### src/rtl/l2_mem_arbiter.sv
// Round-robin arbiter sharing one single-port 64-bit L2 SRAM between N_PORTS requesters.
// Grant and SRAM controls are combinational; the 1-cycle response is routed back to its issuer.
module l2_mem_arbiter #(
    parameter int unsigned N_PORTS    = 4,
    parameter int unsigned ADDR_WIDTH = 12
) (
    input  logic                           CLK,
    input  logic                           RSTN,
    input  logic [N_PORTS-1:0]             req_i,
    input  logic [N_PORTS-1:0]             we_i,
    input  logic [N_PORTS*ADDR_WIDTH-1:0]  addr_i,
    input  logic [N_PORTS*64-1:0]          wdata_i,
    input  logic [N_PORTS*8-1:0]           be_i,
    output logic [N_PORTS-1:0]             gnt_o,
    output logic [N_PORTS-1:0]             r_valid_o,
    output logic [63:0]                    r_rdata_o,
    output logic                           CEN,
    output logic                           WEN,
    output logic [ADDR_WIDTH-1:0]          A,
    output logic [63:0]                    D,
    output logic [7:0]                     BE,
    input  logic [63:0]                    Q
);

    localparam int unsigned PTR_W  = (N_PORTS > 1) ? $clog2(N_PORTS) : 1;
    localparam int unsigned DATA_W = 64;
    localparam int unsigned BE_W   = 8;

    logic [PTR_W-1:0] r_rr_ptr;
    logic             r_resp_vld;
    logic [PTR_W-1:0] r_resp_port;
    logic             r_resp_rd;

    logic [PTR_W-1:0] w_idx;
    logic [PTR_W-1:0] w_win;
    logic             w_found;
    logic             w_grant;

    // Port index (base + off) wrapped into 0..N_PORTS-1.
    function automatic logic [PTR_W-1:0] wrap_add(input logic [PTR_W-1:0] base,
                                                  input int unsigned     off);
        int unsigned sum;
        sum = 32'(base) + off;
        return PTR_W'(sum % N_PORTS);
    endfunction

    // First requester found when scanning from the round-robin pointer.
    always_comb begin
        w_found = 1'b0;
        w_win   = '0;
        w_idx   = '0;
        for (int unsigned i = 0; i < N_PORTS; i++) begin
            w_idx = wrap_add(r_rr_ptr, i);
            if (!w_found && req_i[w_idx]) begin
                w_found = 1'b1;
                w_win   = w_idx;
            end
        end
    end

    // No access may leave the arbiter while reset is held.
    assign w_grant = w_found & RSTN;

    always_comb begin
        gnt_o = '0;
        CEN   = 1'b1;
        WEN   = 1'b1;
        A     = '0;
        D     = '0;
        BE    = '0;
        for (int unsigned k = 0; k < N_PORTS; k++) begin
            if (w_grant && (w_win == PTR_W'(k))) begin
                gnt_o[k] = 1'b1;
                CEN      = 1'b0;
                WEN      = ~we_i[k];
                A        = addr_i[k*ADDR_WIDTH +: ADDR_WIDTH];
                D        = wdata_i[k*DATA_W +: DATA_W];
                BE       = be_i[k*BE_W +: BE_W];
            end
        end
    end

    // Pointer advance and response tracking; reset drops any in-flight response.
    always_ff @(posedge CLK) begin
        if (!RSTN) begin
            r_rr_ptr    <= '0;
            r_resp_vld  <= 1'b0;
            r_resp_port <= '0;
            r_resp_rd   <= 1'b0;
        end else begin
            r_resp_vld <= w_grant;
            r_resp_rd  <= w_grant & ~we_i[w_win];
            if (w_grant) begin
                r_rr_ptr    <= wrap_add(w_win, 32'd1);
                r_resp_port <= w_win;
            end
        end
    end

    always_comb begin
        r_valid_o = '0;
        for (int unsigned k = 0; k < N_PORTS; k++) begin
            if (r_resp_vld && (r_resp_port == PTR_W'(k))) begin
                r_valid_o[k] = 1'b1;
            end
        end
    end

    assign r_rdata_o = r_resp_rd ? Q : '0;

endmodule
### config.mk
export PLATFORM = sky130hd
export DESIGN_NAME = l2_mem_arbiter
export DESIGN_NICKNAME = d
export VERILOG_FILES = /design/src/rtl/l2_mem_arbiter.sv
export SDC_FILE = /design/constraint.sdc
export NUM_CORES = 1
export LEC_CHECK = 0
export ABC_AREA = 1
export CORE_AREA = 4 4 216 218
export DETAILED_ROUTE_END_ITERATION = 10
export DIE_AREA = 0 0 220 222
export DONT_BUFFER_PORTS = 1
export PLACE_DENSITY = 0.3
export SKIP_LAST_GASP = 1
export SLEW_MARGIN = 20
export SYNTH_ARGS = -nofsm -noshare
export SYNTH_HDL_FRONTEND = slang
export SYNTH_SLANG_ARGS = --single-unit
### constraint.sdc
create_clock -name CLK -period 5.3 [get_ports CLK]
set_clock_uncertainty 0.1 [all_clocks]
set_input_delay 1.06 -clock CLK [delete_from_list [all_inputs] [get_ports CLK]]
set_output_delay 1.06 -clock CLK [all_outputs]
set_load 0.03 [all_outputs]
# [Word level (Yosys, flattened, before mapping)]
# Cells that the tools add are included.
[word_totals] wordCells=89 input_bits=410 ff_bits=6 out_inout_bits=158
[op_classes] add_sub_neg=4 n_eq_ne=6 n_reduce_logical=16 n_mux=47 magnitude_cmp=5 n_bitwise=7
[op_table] operator="$mux 64" count=5
[op_table] operator="$mux 12" count=4
[op_table] operator="$mux 8" count=4
[op_table] operator="$mux 1" count=25
[op_table] operator="$lt 2x3->1 const B" count=5
[op_table] operator="$logic_and 1x1->1" count=11
[op_table] operator="$bmux 1 s2" count=5
[op_table] operator="$eq 2x2->1 const B" count=4
[op_table] operator="$mux 2" count=4
[op_table] operator="$not 1->1" count=5
[op_table] operator="$add 2x1->2 const B" count=2
[op_table] operator="$add 2x2->2 const B" count=2
[op_table] operator="$eq 2x1->1 const B" count=2
[op_table] operator="$logic_not 2->1" count=2
[op_table] operator="$logic_not 1->1" count=3
[op_table] operator="$and 1x1->1" count=2

# [Logic depth before layout (Yosys ltp)]
[depth] ltp_word=18 mapped_depth=22

# [Worst setup path before layout]
# Ideal clock, no wire load.
[synth_timing] path_kind="input to output" start="input req_i[3]" end="output A[0]" required_time_ns=4.140 cell_stages=18 path_slack_ns=1.211 t_arrival_ns=2.929 path_buffers=2 path_cell_list="inv_1 nand2_1 nand3_2 nand2_2 nor2_2 nand3_2 nand3_1 inv_1 ha_1 inv_1 nor2_4 inv_2 buf_6 buf_4 nand2_1 o21ai_1 nand2_1 nand2_1"
[synth_via] elab_chain_len=18 elab_cells_between_ends=35 classes_between="3 x eq/ne; 20 x mux; 1 x bitwise; 11 x reduce/logical"
[synth_rtl] item="from (decl)" line_no="9" source="input logic [N_PORTS-1:0] req_i,"
[synth_rtl] item="$bmux 1 s2" line_no="54" source="if (!w_found && req_i[w_idx]) begin"
[synth_rtl] item="$mux 1 (implied by the code)" line_no="54"
[synth_rtl] item="$mux 1" line_no="54"
[synth_rtl] item="$logic_not 1->1" line_no="54"
[synth_rtl] item="$logic_and 1x1->1" line_no="54"
[synth_rtl] item="$mux 1" line_no="54"
[synth_rtl] item="$logic_not 1->1" line_no="54"
[synth_rtl] item="$logic_and 1x1->1" line_no="54"
[synth_rtl] item="$mux 1" line_no="54"
[synth_rtl] item="$logic_not 1->1" line_no="54"
[synth_rtl] item="$logic_and 1x1->1" line_no="54"
[synth_rtl] item="$mux 2 *" line_no="54"
[synth_rtl] item="via w_win[0]" line_no="35" source="logic [PTR_W-1:0] w_win;"
[synth_rtl] item="$logic_not 2->1" line_no="72" source="if (w_grant && (w_win == PTR_W'(k))) begin"
[synth_rtl] item="$logic_and 1x1->1" line_no="72"
[synth_rtl] item="$mux 12 (3 in a row)" line_no="72"
[synth_rtl] item="$mux 12 *" line_no="72"
[synth_rtl] item="to (decl)" line_no="19" source="output logic [ADDR_WIDTH-1:0] A,"
# The timed path passes the listed nets; every way through them passes the cells marked *. The select of a mux whose other input is x is not followed.

# [Worst setup path in the final report]
[layout_timing] start="input req_i[3]" end="output A[3]"
# The elaborated chain is that of the path after synthesis.

==> impl_metrics.csv <==
group,metric,value,unit
floorplanning,die_y,222,microns
placed_design,gp_congestion,0.832,
logic_synthesis,syn_nets,1565,
logic_synthesis,yosysWarnings,0,
detailed_routing,drt-total-wl,24600,microns
critical_path,path_common_cell,"nand2_1",
detailed_routing,vias,6391,
cts,cts_buffer_depth,2,
critical_path,crit_type,"in -> out",
placed_design,place_area,5420,sq um
min_path,hold_start,"r_resp_port[0]",
sta,relSlewSlack,58.2,%
sta,min_period,4.67,ns
cells_and_area,area_growth,13.5,%
cells_and_area,drive_gt1_share,5.33,%
detailed_routing,routedWlPerCell,14.4,microns
logic_synthesis,synth_cell_types,28,
logic_synthesis,yosys.area.top_type,"nand2_1",
cts,cts_resized,0,
pwr,p_comb_share,95.5,%
job,drv_cap,0,
pwr,irDropWorstVdd,0.372,mV
sta,tightest_slew,0.627,ns
critical_path,path_buf_inv,6,
sta,report.final.setup_viol,0,
cts,cts.sinks,6,
logic_synthesis,syn_area,4860,sq um
cts,path_clk_slew,0.03,ns
detailed_routing,drt-initial-drc-count,347,
sta,hold_viol_final,0,
cells_and_area,fin_area,5520,sq um
cts,root_buffer,"clkbuf_16",
detailed_routing,vias_per_cell,3.74,
cts,cts_tree,"done",
floorplanning,die_w,220,microns
logic_synthesis,syn_inst,1153,
critical_path,startpoint_type,"input port",
cts,cts_buffers,3,
grt,antenna_found_initial,2,
pwr,power.density,880,nW/um^2
pwr,switching_share,77.3,%
floorplanning,die_area,48800,sq um
critical_path,cp_top_family,"simple AND/OR/NAND/NOR gates",
detailed_routing,drt.antenna.violating_nets,0,
sta,timing.fmax,0.214,GHz
sta,timing.final.crit_share,88.1,%
cts,post_cts_buffers,0,
run_status,status,"completed",
sta,fin_setup_tns,0,ns
cells_and_area,nNetsFinal,1521,
critical_path,cp-end-kind,"primary output",
pwr,p_int,1.10,mW
critical_path,worst_ep_required_time,4.14,ns
pwr,p_seq_share,2.0,%
floorplanning,std_cell_rows,78,
detailed_routing,dr.pass1.iters,5,
pwr,p_sw,3.75,mW
critical_path,critPathArrivalTime,3.51,ns
pwr,p_leak,3.40,nW
critical_path,r2r-start,"r_rr_ptr[0]",
cts,htree_levels,1,
grt,grt_pass1_vias,5899,
critical_path,cp_cell_sequence,"inv_1 > nand2_1 > nand3_1 > nand2_1 > nand2_1 > nand2_1 > nand2_1 > nand3_1 > inv_1 > ha_1 > inv_1 > nor2_4 > buf_4 > nand2_1 > nand2_1 > clkinv_1 > o21ai_1 > nand2_1 > nand2_1 > buf_4",
logic_synthesis,synth_top_area_share,47.4,%
grt,grt_max_degree,81,
grt,grt_pass1_wl,33300,microns
critical_path,cpPeakStageDelay,0.48,ns
placed_design,hpwl,20500,microns
cts,hold_buffers,0,
grt,grt_remaining_overflow,0,
placed_design,port_buffers,0,
critical_path,crit_path_start,"req_i[3]",
logic_synthesis,synth_area_leaders,"nand2_1, nor2_1, inv_1",
sta,slew_viol_final,0,
min_path,hold_class,"reg -> reg",
detailed_routing,drc,0,
logic_synthesis,synth_area_per_cell,4.21,sq um
cts,clock_latency,0.23,ns
grt,track_usage,8.69,%
floorplanning,ios,568,
floorplanning,initial_core_util,10.8,%
critical_path,cp_max_fo,47,
critical_path,crit_slowest_cell,"buf_4",
floorplanning,design.core.area,44900,sq um
logic_synthesis,ys_ff_latch,6,
pwr,p_clk_share,2.5,%
logic_synthesis,seq_area_frac_synth,2.47,%
sta,rsz0062_at_grt,"false",
-- cell usage in the layout (no fill, tap or decap), drive strengths merged --
cell    instances
o21ai          85
inv           161
diode           2
nor3            4
o22ai           3
nor2b           1
nor2          175
a21oi           2
ha              2
dfxtp           6
and2            1
o211ai          2
clkbuf          3
nand2         616
nand3          11
clkinv         11
buf            22
nand4           2
-- final cells by class --
| cell class | instances | area (sq um) |
|---|---|---|
| Inverter | 172 | 649 |
| Tap cell | 600 | 751 |
| Antenna cell | 2 | 5.00 |
| Fill cell | 5406 | 39400 |
| Multi-Input combinational cell | 904 | 3650 |
| Sequential cell | 6 | 121 |
| Clock buffer | 3 | 75.1 |
| Timing Repair Buffer | 22 | 265 |
-- worst min-delay path: stages (launching register included) --
cell and delay (ns):
dfxtp_1 0.31, inv_1 0.09, o21ai_0 0.09
-- cells in the mapped netlist --
library cell / number
nand2_1: 613
inv_4: 1
nand3_1: 8
nor2_2: 1
and2_1: 1
o211ai_1: 2
ha_1: 2
buf_2: 35
nand2_4: 2
nand2_2: 1
o21ai_0: 31
nand4_1: 2
o22ai_1: 3
a21oi_1: 2
dfxtp_1: 6
o21ai_1: 54
inv_2: 20
nand3_2: 3
inv_1: 141
clkbuf_1: 10
nor2_1: 171
nor2_8: 1
nor2_4: 2
buf_4: 13
clkinv_1: 10
nor2b_2: 1
nor3_1: 4
buf_6: 13
-- stage by stage --
| stage | std cells | total power [mW] | utilization (%) | hold WS (ns) | worst slack, ns |
|---|---|---|---|---|---|
| detailed placement | 1703 | 4.78 | 12.1 | 0.449 | 0.527 |
| global placement | 1703 | 4.82 | 12.1 | 0.463 | 0.555 |
| finish | 1709 | 4.86 | 12.3 | 0.448 | 0.631 |
| CTS | 1706 | 4.92 | 12.2 | 0.452 | 0.516 |
| floorplan | 1153 | 4.01 | - | 0.399 | 1.21 |
| global route | 1709 | 5.34 | 12.3 | 0.498 | 0.341 |
-- registers in the layout (all words and copies together) (netlist names) --
name / flops
r_resp_port: 2
r_rr_ptr: 2
r_resp_rd: 1
r_resp_vld: 1
-- power groups by stage --
stage               combinational, mW  clock, mW  sequential, mW
floorplan                        3.94          0          0.0740
global placement                 4.69          0           0.128
detailed placement               4.65          0           0.130
CTS                              4.67      0.125           0.130
global route                     5.11      0.129           0.100
finish                           4.64      0.123          0.0963
-- cells by family (layout without fill, tap and decap cells) --
group                      count (synthesis)  after routing  share of synthesized area (%)
and+or+nand+nor                          810            810                           64.6
adders and majority gates                  2              2                          0.515
DFF                                        6              6                           2.47
AOI/OAI and AO/OA                         92             92                           9.66
buffers and inverters                    243            197                           22.7
other                                      0              2                              0
-- worst paths after layout --
kind / endpoint / slack, ns / depth (start not counted)
hold reg to reg: r_resp_port[0] / 0.45 / 2
setup / recovery: A[3] / 0.63 / 20
hold / removal: r_resp_port[0] / 0.45 / 2
setup reg to reg: r_rr_ptr[1] / 3.17 / 11
-- layer usage --
| layer | vias to the layer above | part of all wire [%] | routed length, microns | GRT usage (%) |
|---|---|---|---|---|
| li1 | 3253 | - | - | - |
| met1 | 2785 | 39 | 9590 | 10.1 |
| met2 | 331 | 52 | 12700 | 16.6 |
| met3 | 22 | 7.7 | 1890 | 1.30 |
| met4 | 0 | 1.9 | 458 | 1.88 |
| met5 | - | 0 | 0 | 0 |
Power figures use the tool's default switching activity.
